<file path="src/rtl/mem_port_arbiter_if.sv">
// rtl/mem_port_arbiter_if.sv - requester and main-memory signals of the shared memory port arbiter
interface mem_port_arbiter_if #(
  parameter int DATA_WIDTH = 32
);
  logic [1:0]            req_i;
  logic [1:0]            we_i;
  logic [DATA_WIDTH-1:0] addr0_i;
  logic [DATA_WIDTH-1:0] addr1_i;
  logic [DATA_WIDTH-1:0] wd0_i;
  logic [DATA_WIDTH-1:0] wd1_i;
  logic [1:0]            ack_o;
  logic [DATA_WIDTH-1:0] rd_o;
  logic                  stall_o;
  logic [DATA_WIDTH-1:0] mem_addr_o;
  logic [DATA_WIDTH-1:0] mem_wd_o;
  logic                  mem_we_o;
  logic                  mem_re_o;
  logic [DATA_WIDTH-1:0] mem_rd_i;

  modport slave (
    input  req_i, we_i, addr0_i, addr1_i, wd0_i, wd1_i, mem_rd_i,
    output ack_o, rd_o, stall_o, mem_addr_o, mem_wd_o, mem_we_o, mem_re_o
  );

  modport master (
    output req_i, we_i, addr0_i, addr1_i, wd0_i, wd1_i, mem_rd_i,
    input  ack_o, rd_o, stall_o, mem_addr_o, mem_wd_o, mem_we_o, mem_re_o
  );
endinterface

</file>
<file path="src/rtl/mem_port_arbiter.sv">
// rtl/mem_port_arbiter.sv - round-robin arbiter sharing one main-memory port between I-side and D-side caches
// Optional performance counters enabled by MEM_PORT_ARBITER_PERF_CNT_EN.
module mem_port_arbiter #(
  parameter int DATA_WIDTH   = 32,
  parameter int READ_LATENCY = 2
) (
  input  logic                     clk,
  input  logic                     reset,
  mem_port_arbiter_if.slave        bus
`ifdef MEM_PORT_ARBITER_PERF_CNT_EN
  ,
  output logic [31:0]              conflict_cnt_o,
  output logic [31:0]              wait_cnt_o
`endif
);

  typedef enum logic [1:0] {IDLE, ACCESS, WAIT} state_t;

  localparam logic [3:0] CNT_LOAD = 4'(READ_LATENCY - 1);

  state_t                state_q;
  logic                  last_grant_q;
  logic                  id_q;
  logic                  we_q;
  logic [DATA_WIDTH-1:0] addr_q;
  logic [DATA_WIDTH-1:0] wd_q;
  logic [3:0]            cnt_q;

  logic                  grant_d;
  logic                  read_done;
  logic                  done;
  logic                  unused_addr_lsbs;

  assign unused_addr_lsbs = ^{bus.addr0_i[1:0], bus.addr1_i[1:0]};

  // With both requesting, the one not served last wins; a lone request wins outright.
  assign grant_d = (bus.req_i == 2'b11) ? ~last_grant_q : bus.req_i[1];

  always_ff @(posedge clk or posedge reset) begin
    if (reset) begin
      state_q      <= IDLE;
      last_grant_q <= 1'b1;
      id_q         <= 1'b0;
      we_q         <= 1'b0;
      addr_q       <= '0;
      wd_q         <= '0;
      cnt_q        <= '0;
    end else begin
      case (state_q)
        IDLE: begin
          if (|bus.req_i) begin
            id_q         <= grant_d;
            last_grant_q <= grant_d;
            we_q         <= bus.we_i[grant_d];
            addr_q       <= grant_d ? {bus.addr1_i[DATA_WIDTH-1:2], 2'b00}
                                    : {bus.addr0_i[DATA_WIDTH-1:2], 2'b00};
            wd_q         <= grant_d ? bus.wd1_i : bus.wd0_i;
            state_q      <= ACCESS;
          end
        end
        ACCESS: begin
          if (we_q) begin
            state_q <= IDLE;
          end else begin
            cnt_q   <= CNT_LOAD;
            state_q <= WAIT;
          end
        end
        WAIT: begin
          if (cnt_q == 4'd0) state_q <= IDLE;
          else               cnt_q   <= cnt_q - 4'd1;
        end
        default: state_q <= IDLE;
      endcase
    end
  end

  // Outputs decode registered state so reset clears strobes and ack without waiting for a clock.
  assign read_done      = (state_q == WAIT) && (cnt_q == 4'd0);
  assign done           = read_done || ((state_q == ACCESS) && we_q);
  assign bus.ack_o      = done ? (id_q ? 2'b10 : 2'b01) : 2'b00;
  assign bus.rd_o       = read_done ? bus.mem_rd_i : '0;
  assign bus.mem_we_o   = (state_q == ACCESS) && we_q;
  assign bus.mem_re_o   = (state_q == ACCESS) && !we_q;
  assign bus.mem_addr_o = addr_q;
  assign bus.mem_wd_o   = wd_q;
  assign bus.stall_o    = |(bus.req_i & ~bus.ack_o);

`ifdef MEM_PORT_ARBITER_PERF_CNT_EN
  logic [31:0] conflict_cnt_q;
  logic [31:0] wait_cnt_q;

  always_ff @(posedge clk or posedge reset) begin
    if (reset) begin
      conflict_cnt_q <= '0;
      wait_cnt_q     <= '0;
    end else begin
      if ((state_q == IDLE) && (bus.req_i == 2'b11) && (conflict_cnt_q != 32'hFFFF_FFFF))
        conflict_cnt_q <= conflict_cnt_q + 32'd1;
      if (bus.stall_o && (wait_cnt_q != 32'hFFFF_FFFF))
        wait_cnt_q <= wait_cnt_q + 32'd1;
    end
  end

  assign conflict_cnt_o = conflict_cnt_q;
  assign wait_cnt_o     = wait_cnt_q;
`endif

endmodule

</file>
<file path="src/flat_wrapper.sv">
// flat-port wrapper written by rule: the top's interface ports become plain ports
module mem_port_arbiter_flat 
#(
  parameter int DATA_WIDTH   = 32,
  parameter int READ_LATENCY = 2
)
  (clk, reset, bus_req_i, bus_we_i, bus_addr0_i, bus_addr1_i, bus_wd0_i, bus_wd1_i, bus_mem_rd_i, bus_ack_o, bus_rd_o, bus_stall_o, bus_mem_addr_o, bus_mem_wd_o, bus_mem_we_o, bus_mem_re_o);
  mem_port_arbiter_if #(.DATA_WIDTH(DATA_WIDTH)) bus_i ();
  input  logic clk;
  input  logic reset;
  input wire logic [$bits(bus_i.req_i)-1:0] bus_req_i;
  input wire logic [$bits(bus_i.we_i)-1:0] bus_we_i;
  input wire logic [$bits(bus_i.addr0_i)-1:0] bus_addr0_i;
  input wire logic [$bits(bus_i.addr1_i)-1:0] bus_addr1_i;
  input wire logic [$bits(bus_i.wd0_i)-1:0] bus_wd0_i;
  input wire logic [$bits(bus_i.wd1_i)-1:0] bus_wd1_i;
  input wire logic [$bits(bus_i.mem_rd_i)-1:0] bus_mem_rd_i;
  output wire logic [$bits(bus_i.ack_o)-1:0] bus_ack_o;
  output wire logic [$bits(bus_i.rd_o)-1:0] bus_rd_o;
  output wire logic [$bits(bus_i.stall_o)-1:0] bus_stall_o;
  output wire logic [$bits(bus_i.mem_addr_o)-1:0] bus_mem_addr_o;
  output wire logic [$bits(bus_i.mem_wd_o)-1:0] bus_mem_wd_o;
  output wire logic [$bits(bus_i.mem_we_o)-1:0] bus_mem_we_o;
  output wire logic [$bits(bus_i.mem_re_o)-1:0] bus_mem_re_o;
  assign bus_i.req_i = bus_req_i;
  assign bus_i.we_i = bus_we_i;
  assign bus_i.addr0_i = bus_addr0_i;
  assign bus_i.addr1_i = bus_addr1_i;
  assign bus_i.wd0_i = bus_wd0_i;
  assign bus_i.wd1_i = bus_wd1_i;
  assign bus_i.mem_rd_i = bus_mem_rd_i;
  assign bus_ack_o = bus_i.ack_o;
  assign bus_rd_o = bus_i.rd_o;
  assign bus_stall_o = bus_i.stall_o;
  assign bus_mem_addr_o = bus_i.mem_addr_o;
  assign bus_mem_wd_o = bus_i.mem_wd_o;
  assign bus_mem_we_o = bus_i.mem_we_o;
  assign bus_mem_re_o = bus_i.mem_re_o;
  mem_port_arbiter #(.DATA_WIDTH(DATA_WIDTH), .READ_LATENCY(READ_LATENCY)) u_core (.clk(clk), .reset(reset), .bus(bus_i));
endmodule
</file>
<file path="config.mk">
export PLATFORM = sky130hd
export DESIGN_NAME = mem_port_arbiter_flat
export DESIGN_NICKNAME = d
export VERILOG_FILES = /design/src/rtl/mem_port_arbiter_if.sv /design/src/rtl/mem_port_arbiter.sv /design/src/flat_wrapper.sv
export SDC_FILE = /design/constraint.sdc
export NUM_CORES = 1
export LEC_CHECK = 0
export ABC_AREA = 1
export BUFFER_PORTS_ARGS = -buffer_cell sky130_fd_sc_hd__buf_2
export CAP_MARGIN = 30
export CORE_AREA = 2 2 103 105
export DETAILED_ROUTE_END_ITERATION = 12
export DIE_AREA = 0 0 105 107
export GPL_ROUTABILITY_DRIVEN = 0
export GPL_TIMING_DRIVEN = 0
export PLACE_DENSITY = 0.78
export SETUP_SLACK_MARGIN = 0.1
export SLEW_MARGIN = 20
export SYNTH_ARGS = -nofsm -noshare
export SYNTH_HDL_FRONTEND = slang
export SYNTH_SLANG_ARGS = --single-unit
</file>
<file path="constraint.sdc">
create_clock -name clk -period 3.6 [get_ports clk]
set_input_delay 0.72 -clock clk [delete_from_list [all_inputs] [get_ports clk]]
set_output_delay 0.72 -clock clk [all_outputs]
set_load 0.005 [all_outputs]
</file>
==> impl_metrics.py, run 1 <==
metrics = {
    "worst_setup_path": {
        "slowest_stage": "dfrtp_1",
        "regToRegEndpoint": "u_core.bus.mem_addr_o[8]$_DFFE_PP0P_",
        "cpPeakStageDelay_ps": 410,
        "setup.worst_path.start_class": "register",
        "end_kind": "output port",
        "ff2ff_path_depth": 7,
        "cp-startpoint": "u_core.state_q[0]$_DFFE_PP0P_",
        "reg2reg_slack_ps": 1960,
        "r2r-start": "u_core.state_q[0]$_DFFE_PP0P_",
        "crit_chain": "inv_1 -> ha_1 -> nand3_2 -> clkbuf_1 -> nor2_1 -> buf_2",
        "worst-path-buf-inv": 3,
        "critical_path_class": "register to output port",
        "worstPathMaxFanout": 10,
        "required_ps": 2880,
        "crit_family": "buffers and inverters",
        "worstPathArrival_ps": 1920,
    },
    "placed_design": {
        "dp.final_hpwl_mm": 9.13,
        "place_ws_ps": 1330,
        "placed_area_um2": 5140,
        "portBuffers": 260,
    },
    "clock_tree": {
        "cts.clk_slew.worst_paths_ps": 80,
        "cts_hold_buf": 0,
        "cts.repair.resized": 0,
        "clockBufferDepth": 2,
        "clk_latency_ps": 350,
        "post_cts_buffers": 0,
        "tritoncts": "done",
        "cts_num_sinks": 71,
        "cts_buffers": 9,
        "htreeDepth": 3,
        "cts_root_buffer": "clkbuf_8",
    },
    "sta": {
        "finalMaxSlewViolations": 0,
        "fin_worst_skew_ps": 8.79,
        "setup-tns-final_ps": 0,
        "setup_viol": 0,
        "report.final.hold_viol_count": 0,
        "finalCritPeriodShare_pct": 73.2,
        "fin_ws_ps": 964,
        "fmax_ghz": 0.379,
        "finalCriticalPeriod_ps": 2640,
        "fin_hold_ws_ps": 395,
        "rsz0062_at_grt": "false",
    },
    "drt": {
        "via_per_inst": 4.55,
        "drt_iter0_markers": 249,
        "drc": 0,
        "vias": 4113,
        "postRouteWirelength_mm": 11.7,
        "drt_pass1_iterations": 4,
        "postRouteAntennaNets": 0,
        "wl_per_cell_um": 13.0,
    },
    "floorplan": {
        "rows": 37,
        "die_x_um": 105,
        "die_h_um": 107,
        "start_util_pct": 36.1,
        "die-area_um2": 11200,
        "io_pins": 267,
        "core_um2": 10100,
    },
    "logic_synthesis": {
        "synth_seq_cells": 71,
        "synth_top_family_by_area": "simple AND/OR/NAND/NOR gates",
        "yosys_warnings": 0,
        "async_reset_ff_share_pct": 100,
        "synth_simple_gate_area_share_pct": 21.1,
        "synth_top_area_cell": "dfrtp_1",
        "postSynthCellCount": 489,
        "synth_edf_count": 0,
        "ys_seq_area_share_pct": 48.8,
        "synth_area_leaders": "dfrtp_1 48%, o21ai_1 9.9%, nand2_1 9.9%",
        "synth-main-ff-cell": "dfrtp_1",
        "synth_compound_area_share_pct": 17.9,
        "netlist_area_um2": 3640,
        "yosysUniqueCellTypes": 20,
        "synth_fa_ha_area_share_pct": 2.06,
        "syn_avg_cell_area_um2": 7.45,
        "synthTopCellsByCount": "96 x nand2_1, 96 x nor2_1, 72 x o21ai_1",
        "synth_top_cell_area_share_pct": 48.1,
        "synth_xor_xnor_area_share_pct": 0.241,
        "muxShareOfSynthArea_pct": 0,
    },
    "final_layout": {
        "final_area_um2": 5350,
        "drive_gt1_share_pct": 39.6,
        "final_nets": 934,
        "nFillCells": 1010,
        "antenna_cells": 0,
        "area_growth_pct": 46.9,
    },
    "global_route": {
        "grt_pass1_vias": 3894,
        "grt_util_all_layers_pct": 20.8,
        "grt_pass1_wl_mm": 18.5,
        "grt_antenna_before_repair": 0,
        "grt_max_degree": 37,
        "grt-ovfl-total": 0,
    },
    "pwr": {
        "total_power_mw": 3.85,
        "peakVddDrop_mv": 0.356,
        "p_per_area_nw_per_um2": 719,
        "p_leak_nw": 3.11,
    },
    "worst_hold_path": {
        "hp-class": "input pin to asynchronous set/reset pin",
    },
    "run_status": {
        "status": "complete, no violations",
    },
    "run": {
        "cap_viol_max_count": 0,
    },
}
per-layer routing:
layer / share of wire [%] / vias to the layer above / GRT usage (%)
li1: - / 2088 / -
met1: 41 / 1837 / 24.2
met2: 50 / 171 / 37.4
met3: 7.2 / 17 / 4.68
met4: 1.6 / 0 / 8.10
met5: 0 / - / 0
flip-flops by register name, indices dropped and copies added (netlist names):
signal	cells
u_core.bus.mem_wd_o	32
u_core.bus.mem_addr_o	30
u_core.cnt_q	4
u_core.state_q	2
u_core.id_q	1
u_core.last_grant_q	1
u_core.we_q	1
where the power goes:
part	internal [mW]	leakage (nW)	switching [mW]
Clock	0.375	0.109	0.301
Combinational	0.751	2.14	0.994
Sequential	1.21	0.864	0.219
Total	2.33	3.11	1.51
stage by stage:
stage | instances | utilization [%]
after detailed placement | 887 | 50.9
final | 903 | 53.0
after global placement | 886 | 50.7
after global routing | 903 | 53.0
after floorplan | 490 | -
after CTS | 903 | 53.0
logic make-up after synthesis:
| kind of cell | Yosys count |
|---|---|
| and+or+nand+nor | 200 |
| DFF | 71 |
| adders and majority gates | 6 |
| buffers and inverters | 81 |
| other | 1 |
| xor gates and xnor gates | 1 |
| AOI/OAI and AO/OA | 129 |
worst max path at each step:
stage | slack (ps) | end | cells after the start
after floorplan | 1090 | u_core.bus.mem_addr_o[10]$_DFFE_PP0P_ | 1
after global placement | 100 | u_core.state_q[1]$_DFFE_PP0P_ | 2
after global routing | 760 | bus_rd_o[13] | 6
after CTS | 940 | bus_rd_o[6] | 6
after detailed placement | 1330 | bus_rd_o[6] | 6
final | 960 | bus_rd_o[2] | 6
cells in the final DEF, fill, tap and decap left out:
cell	netlist	routed
dfrtp_1	70	70
buf_4	7	7
clkbuf_1	9	10
inv_4	0	1
o21ai_1	72	72
conb_1	1	2
nand2_2	1	1
nand3_1	6	6
buf_6	1	1
inv_2	2	2
o211ai_1	3	3
nor2_1	96	96
buf_12	0	1
ha_1	6	6
nand3_2	1	1
xor2_1	1	1
o21ai_0	54	54
clkbuf_8	0	12
inv_1	48	47
clkbuf_2	5	5
bufinv_16	0	1
dfstp_2	1	1
clkinv_2	0	2
buf_2	9	269
nand2_1	96	96
final cells by class:
class	instances	area (µm²)	area share, %
tap	136	170	3.18
sequential	71	1780	33.2
inverter	50	190	3.56
clock buffer	13	169	3.16
timing repair buffer	261	1320	24.7
buffer	31	168	3.14
multi-input combinational	338	1510	28.3
clock inverter	3	40.0	0.749
Note: power is estimated with default switching activity, not from simulation.
==> run 2: changes to the inputs <==
- clock period: 3.6 -> 2.7 ns (I/O delays scaled with it)
==> impl_metrics.py, run 2 (synthesis gave the netlist of run 1 again) <==
metrics = {
    "run_status": {
        "status": "complete, no violations",
    },
    "clock_tree": {
        "post_cts_buffers": 0,
        "clockBufferDepth": 2,
        "cts_root_buffer": "clkbuf_8",
        "cts.repair.resized": 0,
        "cts_num_sinks": 71,
        "cts_buffers": 9,
        "cts.clk_slew.worst_paths_ps": 80,
        "clk_latency_ps": 340,
        "htreeDepth": 3,
        "cts_hold_buf": 0,
        "tritoncts": "done",
    },
    "global_route": {
        "grt_max_degree": 37,
        "use_met3_pct": 4.68,
        "grt_pass1_vias": 3894,
        "busiest_layer": "met2",
        "grtUsageMet1_pct": 24.2,
        "grt_pass1_wl_mm": 18.5,
        "use_met2_pct": 37.4,
        "grt-ovfl-total": 0,
        "grt_antenna_before_repair": 0,
        "grt_util_all_layers_pct": 20.8,
    },
    "drt": {
        "drt_pass1_iterations": 4,
        "via_per_inst": 4.56,
        "postRouteAntennaNets": 0,
        "postRouteWirelength_mm": 11.7,
        "drt_iter0_markers": 229,
        "vias": 4114,
        "drc": 0,
        "wl_per_cell_um": 13.0,
    },
    "worst_setup_path": {
        "cpPeakStageDelay_ps": 400,
        "worstPathArrival_ps": 1840,
        "worst-path-buf-inv": 3,
        "end_kind": "output port",
        "critical_path_class": "register to output port",
        "required_ps": 2160,
        "worstPathMaxFanout": 10,
        "cp.depth": 6,
        "setup.worst_path.start_class": "register",
        "crit_chain": "inv_1 -> ha_2 -> nand3_2 -> clkbuf_1 -> nor2_1 -> buf_2",
        "ff2ff_path_depth": 7,
        "slowest_stage": "dfrtp_1",
        "crit_family": "buffers and inverters",
    },
    "floorplan": {
        "core_um2": 10100,
        "die_h_um": 107,
        "die_x_um": 105,
        "die-area_um2": 11200,
        "io_pins": 267,
        "start_util_pct": 36.1,
        "rows": 37,
    },
    "final_layout": {
        "final_nets": 934,
        "final_util_pct": 53.0,
        "area_growth_pct": 47.0,
        "drive_gt1_share_pct": 40.0,
        "antenna_cells": 0,
        "layout_common_cells": "269 x buf_2, 96 x nand2_1, 96 x nor2_1",
        "largest_reg_flops": 32,
        "layout_commonest_cell": "buf_2",
    },
    "sta": {
        "finalCriticalPeriod_ps": 2380,
        "report.final.hold_viol_count": 0,
        "fin_worst_skew_ps": 9.04,
        "rsz0062_at_grt": "false",
        "fmax_ghz": 0.419,
        "setup_viol": 0,
        "setup-tns-final_ps": 0,
        "finalMaxSlewViolations": 0,
        "finalCritPeriodShare_pct": 88.3,
    },
    "pwr": {
        "total_power_mw": 5.13,
        "peakVddDrop_mv": 0.474,
        "p_leak_nw": 3.11,
        "p_per_area_nw_per_um2": 958,
    },
    "worst_hold_path": {
        "hp-class": "input pin to asynchronous set/reset pin",
    },
    "placed_design": {
        "dp.final_hpwl_mm": 9.13,
        "portBuffers": 260,
    },
    "run": {
        "cap_viol_max_count": 0,
    },
}
==> run 2: report_power, final <==
group / total, mW / switching (mW) / internal [mW]
combinational: 2.33 / 1.33 / 1.00
sequential: 1.90 / 0.290 / 1.61
clock: 0.900 / 0.399 / 0.501
total: 5.13 / 2.02 / 3.11
==> run 2: area by class of cell <==
| cell class | instances | area, µm² |
|---|---|---|
| multi-input cells | 338 | 1510 |
| well taps | 136 | 170 |
| plain buffers | 31 | 170 |
| flip-flops and latches | 71 | 1780 |
| repair buffers | 261 | 1320 |
| inverters | 50 | 190 |
| clock inverters | 3 | 40.0 |
| clock buffers | 13 | 169 |
| fillers | 1011 | 4740 |
==> run 2: per-layer routing <==
| metal | up-vias | wire length [µm] |
|---|---|---|
| met5 | - | 0 |
| met4 | 0 | 140 |
| met3 | 17 | 867 |
| met2 | 175 | 6000 |
| met1 | 1835 | 4730 |
| li1 | 2087 | - |
==> run 2: path summary, 6_finish.rpt <==
path | end | from | slack (ps)
max | bus_rd_o[2] | u_core.state_q[0]$_DFFE_PP0P_ | 320
min | u_core.bus.mem_wd_o[31]$_DFFE_PP0P_ | reset | 220
max reg2reg | u_core.bus.mem_addr_o[8]$_DFFE_PP0P_ | u_core.state_q[1]$_DFFE_PP0P_ | 1070
min reg2reg | u_core.last_grant_q$_DFFE_PP1P_ | u_core.last_grant_q$_DFFE_PP1P_ | 470
max in group asynchronous | u_core.cnt_q[1]$_DFFE_PP0P_ | reset | 1920
min in group clk | u_core.bus.mem_wd_o[23]$_DFFE_PP0P_ | bus_wd1_i[23] | 440
==> run 2: per-stage QoR <==
step / worst slack, ps / hold slack, ps / instance area (µm²) / cells
6_report: 315 / 219 / 5350 / 903
5_1_grt: 164 / 240 / 5350 / 903
3_3_place_gp: -620 / 454 / 5120 / 886
2_1_floorplan: 365 / 443 / 3640 / 490
3_5_place_dp: 610 / 459 / 5140 / 887
4_1_cts: 215 / 215 / 5350 / 903
